===== src/rtl/key_pkg.sv =====
// Shared keypad constants and types for the debouncer and the key_encoder.
package key_pkg;

    localparam int N_KEYS_DEF     = 10;
    localparam int DEB_CYCLES_DEF = 20;

    typedef logic [N_KEYS_DEF-1:0] key_vec_t;

    // Counter width able to hold 0 .. deb inclusive.
    function automatic int cnt_width(input int deb);
        return $clog2(deb + 1);
    endfunction

endpackage


===== src/rtl/key_debounce_bit.sv =====
// One key line: optional 2-flop synchronizer (KEY_DEBOUNCER_SYNC_EN),
// persistence counter, debounced level flop and press-edge strobe.
module key_debounce_bit
    import key_pkg::*;
#(
    parameter int DEB_CYCLES = DEB_CYCLES_DEF
) (
    input  logic clk,
    input  logic rst_n,
    input  logic key_raw_n,
    output logic stable_n,
    output logic stable_n_next,
    output logic press
);

    localparam int            CW       = cnt_width(DEB_CYCLES);
    localparam logic [CW-1:0] CNT_LAST = CW'(DEB_CYCLES - 1);
    localparam logic [CW-1:0] CNT_ZERO = CW'(0);
    localparam logic [CW-1:0] CNT_ONE  = CW'(1);

    logic samp_s;

`ifdef KEY_DEBOUNCER_SYNC_EN
    logic [1:0] sync_r;

    // Two-flop synchronizer; resets to the released level.
    always_ff @(posedge clk or negedge rst_n) begin
        if (!rst_n) begin
            sync_r <= 2'b11;
        end else begin
            sync_r <= {sync_r[0], key_raw_n};
        end
    end

    assign samp_s = sync_r[1];
`else
    assign samp_s = key_raw_n;
`endif

    logic [CW-1:0] cnt_r;
    logic [CW-1:0] cnt_nxt_s;
    logic          stable_r;
    logic          stable_nxt_s;
    logic          press_r;
    logic          press_nxt_s;

    // Any sample that agrees with the accepted level restarts the count.
    always_comb begin
        cnt_nxt_s    = CNT_ZERO;
        stable_nxt_s = stable_r;
        if (samp_s == stable_r) begin
            cnt_nxt_s = CNT_ZERO;
        end else if (cnt_r == CNT_LAST) begin
            stable_nxt_s = samp_s;
            cnt_nxt_s    = CNT_ZERO;
        end else begin
            cnt_nxt_s = cnt_r + CNT_ONE;
        end
        press_nxt_s = stable_r & ~stable_nxt_s;
    end

    // Counter, debounced level and press strobe registers.
    always_ff @(posedge clk or negedge rst_n) begin
        if (!rst_n) begin
            cnt_r    <= CNT_ZERO;
            stable_r <= 1'b1;
            press_r  <= 1'b0;
        end else begin
            cnt_r    <= cnt_nxt_s;
            stable_r <= stable_nxt_s;
            press_r  <= press_nxt_s;
        end
    end

    assign stable_n      = stable_r;
    assign stable_n_next = stable_nxt_s;
    assign press         = press_r;

endmodule


===== src/rtl/key_debouncer.sv =====
// Keypad debouncer feeding key_encoder.S_n; one key_debounce_bit per line.
// Optional input synchronizer enabled by defining KEY_DEBOUNCER_SYNC_EN.
module key_debouncer
    import key_pkg::*;
#(
    parameter int N_KEYS     = N_KEYS_DEF,
    parameter int DEB_CYCLES = DEB_CYCLES_DEF
) (
    input  logic              clk,
    input  logic              rst_n,
    input  logic [N_KEYS-1:0] key_raw_n,
    output logic [N_KEYS-1:0] S_n,
    output logic [N_KEYS-1:0] key_press,
    output logic              any_pressed
);

    logic [N_KEYS-1:0] stable_next_s;
    logic              any_pressed_r;

    for (genvar i = 0; i < N_KEYS; i++) begin : g_key
        key_debounce_bit #(
            .DEB_CYCLES(DEB_CYCLES)
        ) u_bit (
            .clk          (clk),
            .rst_n        (rst_n),
            .key_raw_n    (key_raw_n[i]),
            .stable_n     (S_n[i]),
            .stable_n_next(stable_next_s[i]),
            .press        (key_press[i])
        );
    end

    // Built from next-state so it lines up with S_n in the same cycle.
    always_ff @(posedge clk or negedge rst_n) begin
        if (!rst_n) begin
            any_pressed_r <= 1'b0;
        end else begin
            any_pressed_r <= ~&stable_next_s;
        end
    end

    assign any_pressed = any_pressed_r;

endmodule


===== config.mk =====
export PLATFORM = sky130hd
export DESIGN_NAME = key_debouncer
export DESIGN_NICKNAME = d
export VERILOG_FILES = /design/src/rtl/key_pkg.sv /design/src/rtl/key_debounce_bit.sv /design/src/rtl/key_debouncer.sv
export SDC_FILE = /design/constraint.sdc
export NUM_CORES = 1
export LEC_CHECK = 0
export BUFFER_PORTS_ARGS = -buffer_cell sky130_fd_sc_hd__buf_4
export CAP_MARGIN = 10
export CORE_ASPECT_RATIO = 1.1
export CORE_MARGIN = 2
export CORE_UTILIZATION = 53
export DETAILED_ROUTE_END_ITERATION = 10
export PLACE_DENSITY = 0.76
export SYNTH_ARGS = -nofsm -noshare
export SYNTH_HDL_FRONTEND = slang
export SYNTH_SLANG_ARGS = --single-unit

===== constraint.sdc =====
create_clock -name clk -period 1.3 [get_ports clk]
set_input_delay 0.325 -clock clk [delete_from_list [all_inputs] [get_ports clk]]
set_output_delay 0.325 -clock clk [all_outputs]
set_load 0.1 [all_outputs]

==> impl_metrics.csv, run 1 <==
group,metric,value,unit
synth,synth-async-reset-ratio,100,%
power,irDropWorstVdd,0.701,mV
grt,grt_pass1_wl,10.5,mm
placed_design,gp_congestion,0.783,
floorplanning,start_util,54.3,%
synth,synth_cell_types,30,
grt,grt_pass1_vias,2345,
power,p_switching,1.24,mW
drt,ant_nets,0,
cts,worstSkewPairLatency,0.34,ns
floorplanning,die_w,79.5,um
synth,ys_warn_count,0,
sta,maxSlewHeadroom,68.2,%
worst_setup_path,crit_path_start_kind,"flop",
floorplanning,fp.dieH,87.0,um
finish,fin_area,4380,um2
worst_setup_path,worstPathArrival,1.10,ns
synth,ys_top_cells_by_area,"dfrtp_1 46%, dfstp_2 7.9%, buf_4 4.5%, xor2_1 4.5%, nand4bb_4 4.1%",
floorplanning,coreArea,6120,um2
power,powerDensity,1090,nW/um2
sta,tightest_slew,0.474,ns
placed_design,dpl.hpwl,4.17,mm
synth,synth-seq-cells,71,
drt,num_vias,2188,
floorplanning,row_count,30,
synth,synth_seq_area_share,53.9,%
cts,clock-sinks,71,
worst_setup_path,critPathBufInv,1,
hold_path,hold_path_depth,2,
synth,yosys.area.top_type,"dfrtp_1",
drt,drtIter0Drc,129,
sta,post-route-period-util,110,%
power,p_int,3.52,mW
drt,first_pass_iters,4,
hold_path,hold_class,"input port to flop",
drt,postRouteWirelength,6.29,mm
worst_setup_path,crit_family,"flip-flops",
finish,nNetsFinal,380,
drt,drc,0,
sta,fin_skew,0.00991,ns
synth,synth_edf_count,0,
synth,synth-main-ff-cell,"dfrtp_1",
worst_setup_path,cp_slowest_stage_delay,0.58,ns
grt,grt_max_degree,32,
cts,ctsHtreeMaxLevel,3,
grt,top_usage_layer,"met2",
worst_setup_path,endpoint_kind,"primary output",
power,leakage,2.06,nW
grt,track_usage,20.0,%
power,clkPwrFrac,31.4,%
placed_design,dp_slack,-0.0887,ns
cts,root_buffer,"clkbuf_8",
worst_setup_path,path_cells,"buf_12",
floorplanning,die_area,6920,um2
worst_setup_path,crit_required,0.98,ns
cts,clkTransAtPathRegs,0.08,ns
placed_design,place_area,3900,um2
worst_setup_path,crit_path_top_delay_cell,"dfstp_2",
cts,clock_path_buffers,2,
synth,synth_top_area_share,46.0,%
sta,rsz0062_at_grt,"true",
finish,finish.utilization,71.6,%
cts,cts_buffers,9,
status,status,"finished, violations left",
flow_run,cap_violations,0,
worst_setup_path,crit_fanout,4,
sta,layout_setup_ws,-0.125,ns
sta,drv_slew,0,
sta,fmax,702,MHz
grt,met1_usage,23.2,%
synth,mappedNetlistArea,3320,um2
synth,synth.avg_cell_area,12.3,um2
worst_setup_path,crit_type,"flop to primary output",
cts,cts_tree,"done",
power,p_sw_share,26.1,%
drt,viasPerCell,4.94,
finish,diodes,0,
sta,setup_viol,12,
power,seqPwrFrac,51.5,%
grt,use_met2,35.4,%
placed_design,port_buffers,32,
finish,area_delta_synth_final,31.9,%
power,p_comb_share,17.1,%
sta,layout_min_cycle_time,1.43,ns
worst_setup_path,reg2reg_depth,5,
sta,hold_violations,0,
grt,antenna_found_initial,0,
synth,synth_cells,271,
grt,overflow,0,
power,report.power.total,4.77,mW
floorplanning,pin_count,33,
finish,drive_above_1_share,41.3,%
synth,synth_nets,293,
worst_setup_path,cp.depth,1,
drt,drt-wirelength-per-cell,14.2,um
grt,grtUsageMet3,2.70,%
status,failed_checks,"negative setup slack",
sta,fin_hold_ws,0.161,ns
[area by class of cell]
| type | instances | area, um2 |
|---|---|---|
| Fill cell | 410 | 1740 |
| Multi-Input combinational cell | 176 | 1400 |
| Timing Repair Buffer | 96 | 911 |
| Clock inverter | 2 | 10.0 |
| Sequential cell | 71 | 1790 |
| Inverter | 4 | 15.0 |
| Clock buffer | 14 | 153 |
| Tap cell | 80 | 100 |
[cell usage in the layout (no fill, tap or decap), drive strengths merged, types with 4 or more instances in the layout]
cell type	count
dfstp	10
clkbuf	14
and3b	4
nand2b	4
mux2	14
and3	4
dfrtp	61
inv	4
a22oi	4
xnor2	15
nand2	14
nor2b	4
nand3	17
nand4bb	5
ha	10
buf	95
nor2	36
nor3	4
nor3b	7
xor2	17
o21ai	8
[cells in the mapped netlist (5+ instances only)]
master,instances
dfrtp_1,61
o21ai_0,8
nand3_1,17
nand4bb_4,5
mux2_4,7
buf_4,20
xor2_1,17
nand2_1,14
ha_1,10
xnor2_1,15
nor3b_1,6
dfstp_2,10
mux2_2,7
nor2_1,36
[power groups by stage]
stage,Clock [mW],Combinational [mW],Sequential (mW)
after floorplan,0,0.404,2.49
after global placement,0,0.703,2.49
after detailed placement,0,0.722,2.50
after CTS,1.56,0.794,2.45
after global routing,1.63,0.894,2.47
final,1.50,0.815,2.46
[kinds of logic (layout without fill, tap and decap cells)]
logic type / count (synthesis) / after routing / synth area share [%]
XOR/XNOR: 32 / 32 / 8.44
AND/OR/NAND/NOR: 108 / 108 / 21.3
AO/OA/AOI/OAI: 12 / 12 / 2.11
adder cells (fa/ha/maj): 10 / 10 / 3.77
buffers and inverters: 24 / 116 / 4.97
multiplexers: 14 / 14 / 5.54
flip-flops: 71 / 71 / 53.9
[state kept, by name (all words and copies together), names as in the netlist]
name,cells
g_key.u_bit.press,10
g_key.u_bit.stable_n,10
any_pressed,1
g_key.u_bit.cnt_r,50
[worst paths after layout]
check                                        start                       to  slack, ns
hold / removal                        key_raw_n[0]     g_key[0].u_bit.press       0.16
max in group asynchronous                    rst_n  g_key[0].u_bit.stable_n       0.37
hold reg to reg            g_key[0].u_bit.cnt_r[0]  g_key[0].u_bit.cnt_r[0]       0.47
setup reg to reg           g_key[5].u_bit.cnt_r[0]              any_pressed      -0.10
setup / recovery           g_key[4].u_bit.stable_n                   S_n[4]      -0.13
min in group asynchronous                    rst_n  g_key[2].u_bit.cnt_r[4]       0.42
[stage by stage]
stage / setup TNS (ns) / std cells
6_report: -1.16 / 443
5_1_grt: -1.58 / 443
4_1_cts: -1.36 / 440
3_5_place_dp: -0.0887 / 410
3_3_place_gp: -0.0671 / 410
2_1_floorplan: -0.0574 / 271
[repair_timing]
| action | CTS | global route |
|---|---|---|
| pin swaps | 1 | 1 |
| hold endpoints to repair | 16 | 0 |
| buffers inserted | 13 | 3 |
| endpoints found under the setup margin | 15 | 19 |
| hold buffers | 1 | 0 |
| gates cloned | 0 | 0 |
| resized for setup | 34 | 10 |
[layer usage]
layer / share of wire (%) / up-vias
met2: 54 / 28
met3: 2.1 / 8
met4: 1.3 / 0
li1: - / 1069
met1: 42 / 1083
met5: 0 / -
No activity file was read; power rests on OpenSTA's default activity.
==> run 2, diff against run 1 <==
--- a/config.mk
+++ b/config.mk
@@ -9,9 +9,9 @@
 export CAP_MARGIN = 10
 export CORE_ASPECT_RATIO = 1.1
 export CORE_MARGIN = 2
-export CORE_UTILIZATION = 53
+export CORE_UTILIZATION = 58
 export DETAILED_ROUTE_END_ITERATION = 10
-export PLACE_DENSITY = 0.76
+export PLACE_DENSITY = 0.78
 export SYNTH_ARGS = -nofsm -noshare
 export SYNTH_HDL_FRONTEND = slang
 export SYNTH_SLANG_ARGS = --single-unit
==> constraint.sdc (replaced) <==
create_clock -name clk -period 1.4 [get_ports clk]
set_input_delay 0.35 -clock clk [delete_from_list [all_inputs] [get_ports clk]]
set_output_delay 0.35 -clock clk [all_outputs]
set_load 0.1 [all_outputs]
==> impl_metrics.csv, run 2 (same netlist as run 1, synthesis figures left out) <==
group,metric,value,unit
grt,antenna_found_initial,0,
drt,drt-wirelength-per-cell,17.5,um
power,irDropWorstVdd,0.830,mV
finish,final_cells,421,
worst_setup_path,crit_fanout,4,
finish,nNetsFinal,363,
flow_run,cap_violations,0,
worst_setup_path,path_cells,"buf_12",
grt,grt_pass1_vias,2421,
cts,worstSkewPairLatency,0.36,ns
finish,drive_above_1_share,39.3,%
finish,largest_reg_flops,50,
finish,final_common_cell,"buf_4",
drt,first_pass_iters,4,
sta,fmax,678,MHz
worst_setup_path,reg2reg_depth,5,
placed_design,dpl.hpwl,4.16,mm
drt,postRouteWirelength,7.39,mm
finish,final-seq-area,1790,um2
sta,layout_setup_ws,-0.0747,ns
finish,final_cell_mix,"67 x buf_4, 61 x dfrtp_1, 35 x nor2_1",
status,failed_checks,"negative setup slack",
floorplanning,start_util,60.8,%
cts,ctsHtreeMaxLevel,3,
cts,cts_tree,"done",
finish,multi_input_area,1400,um2
grt,grt_pass1_wl,11.4,mm
sta,drv_slew,0,
finish,largest_register,"g_key.u_bit.cnt_r",
drt,viasPerCell,5.35,
worst_setup_path,crit_type,"flop to primary output",
power,clkPwrFrac,36.5,%
finish,diodes,0,
grt,track_usage,23.4,%
worst_setup_path,crit_family,"flip-flops",
worst_setup_path,cp.depth,1,
floorplanning,die_w,76.1,um
cts,clock-sinks,71,
power,p_sw_share,26.3,%
sta,setup_viol,11,
cts,root_buffer,"clkbuf_8",
grt,overflow,0,
sta,fin_skew,0.0114,ns
finish,area_delta_synth_final,27.8,%
power,p_int,3.52,mW
floorplanning,pin_count,33,
power,powerDensity,1120,nW/um2
drt,drc,0,
floorplanning,fp.dieH,83.4,um
power,p_switching,1.26,mW
worst_setup_path,endpoint_kind,"primary output",
floorplanning,row_count,28,
sta,rsz0062_at_grt,"true",
placed_design,port_buffers,32,
power,seqPwrFrac,48.3,%
worst_setup_path,critPathBufInv,1,
drt,num_vias,2252,
hold_path,hold_path_depth,2,
hold_path,hold_class,"input port to flop",
worst_setup_path,worstPathArrival,1.12,ns
placed_design,dp_slack,-0.0180,ns
worst_setup_path,crit_required,1.05,ns
cts,cts_buffers,9,
sta,post-route-period-util,105,%
worst_setup_path,crit_path_start_kind,"flop",
finish,nFillCells,346,
power,p_comb_share,15.2,%
worst_setup_path,cp_slowest_stage_delay,0.59,ns
cts,clkTransAtPathRegs,0.07,ns
placed_design,gp_congestion,0.799,
floorplanning,die_area,6350,um2
drt,ant_nets,0,
sta,hold_violations,0,
drt,drtIter0Drc,149,
sta,tightest_slew,0.529,ns
worst_setup_path,crit_path_top_delay_cell,"dfstp_2",
grt,grt_max_degree,43,
power,leakage,1.98,nW
status,status,"finished, violations left",
sta,layout_min_cycle_time,1.47,ns
sta,maxSlewHeadroom,64.5,%
placed_design,dp_cells,388,
cts,clock_path_buffers,2,
floorplanning,coreArea,5470,um2
[run 2: final timing paths]
check	slack (ns)	startpoint	endpoint
setup / recovery	-0.07	g_key[7].u_bit.stable_n	S_n[7]
hold / removal	0.17	key_raw_n[0]	g_key[0].u_bit.press
setup reg to reg	-0.04	g_key[6].u_bit.cnt_r[0]	any_pressed
hold reg to reg	0.47	g_key[9].u_bit.cnt_r[0]	g_key[9].u_bit.cnt_r[0]
max in group asynchronous	0.45	rst_n	g_key[5].u_bit.stable_n
min in group asynchronous	0.40	rst_n	g_key[9].u_bit.cnt_r[3]
[run 2: area by class of cell]
| cell class | count | share of cell area (%) |
|---|---|---|
| clock inverter | 3 | 0.944 |
| inverter | 4 | 0.354 |
| tap | 75 | 2.21 |
| timing repair buffer | 79 | 17.3 |
| clock buffer | 13 | 3.98 |
| multi-input combinational | 176 | 33.1 |
| sequential | 71 | 42.2 |
[run 2: power by group through the flow]
stage / clock network, mW / logic (mW) / registers, mW
after detailed placement: 0 / 0.616 / 2.33
after global placement: 0 / 0.600 / 2.31
final: 1.74 / 0.726 / 2.31
after floorplan: 0 / 0.372 / 2.31
after CTS: 1.74 / 0.681 / 2.29
after global routing: 1.85 / 0.790 / 2.32
[run 2: through the flow]
step	hold WS, ns	power [mW]	instance area [um2]	setup TNS (ns)	utilization [%]
floorplan	0.0544	2.68	3320	0	-
global placement	0.210	2.91	3740	0	68.5
detailed placement	0.215	2.94	3740	-0.0180	68.5
CTS	0.167	4.71	4170	-0.529	76.3
global route	0.167	4.96	4240	-0.936	77.6
finish	0.169	4.77	4240	-0.583	77.6
[run 2: what timing repair did]
item,4_1_cts,5_1_grt
resized for setup,33,7
pin swaps,0,2
endpoints found under the setup margin,11,12
hold endpoints to repair,10,0
setup buffers,10,6
hold buffers,1,0
[run 2: layer usage]
layer / global-route usage, % / share of wire [%]
met2: 41.9 / 54
met3: 5.65 / 3.6
met1: 26.3 / 40
met5: 0 / 0
met4: 11.2 / 2.4
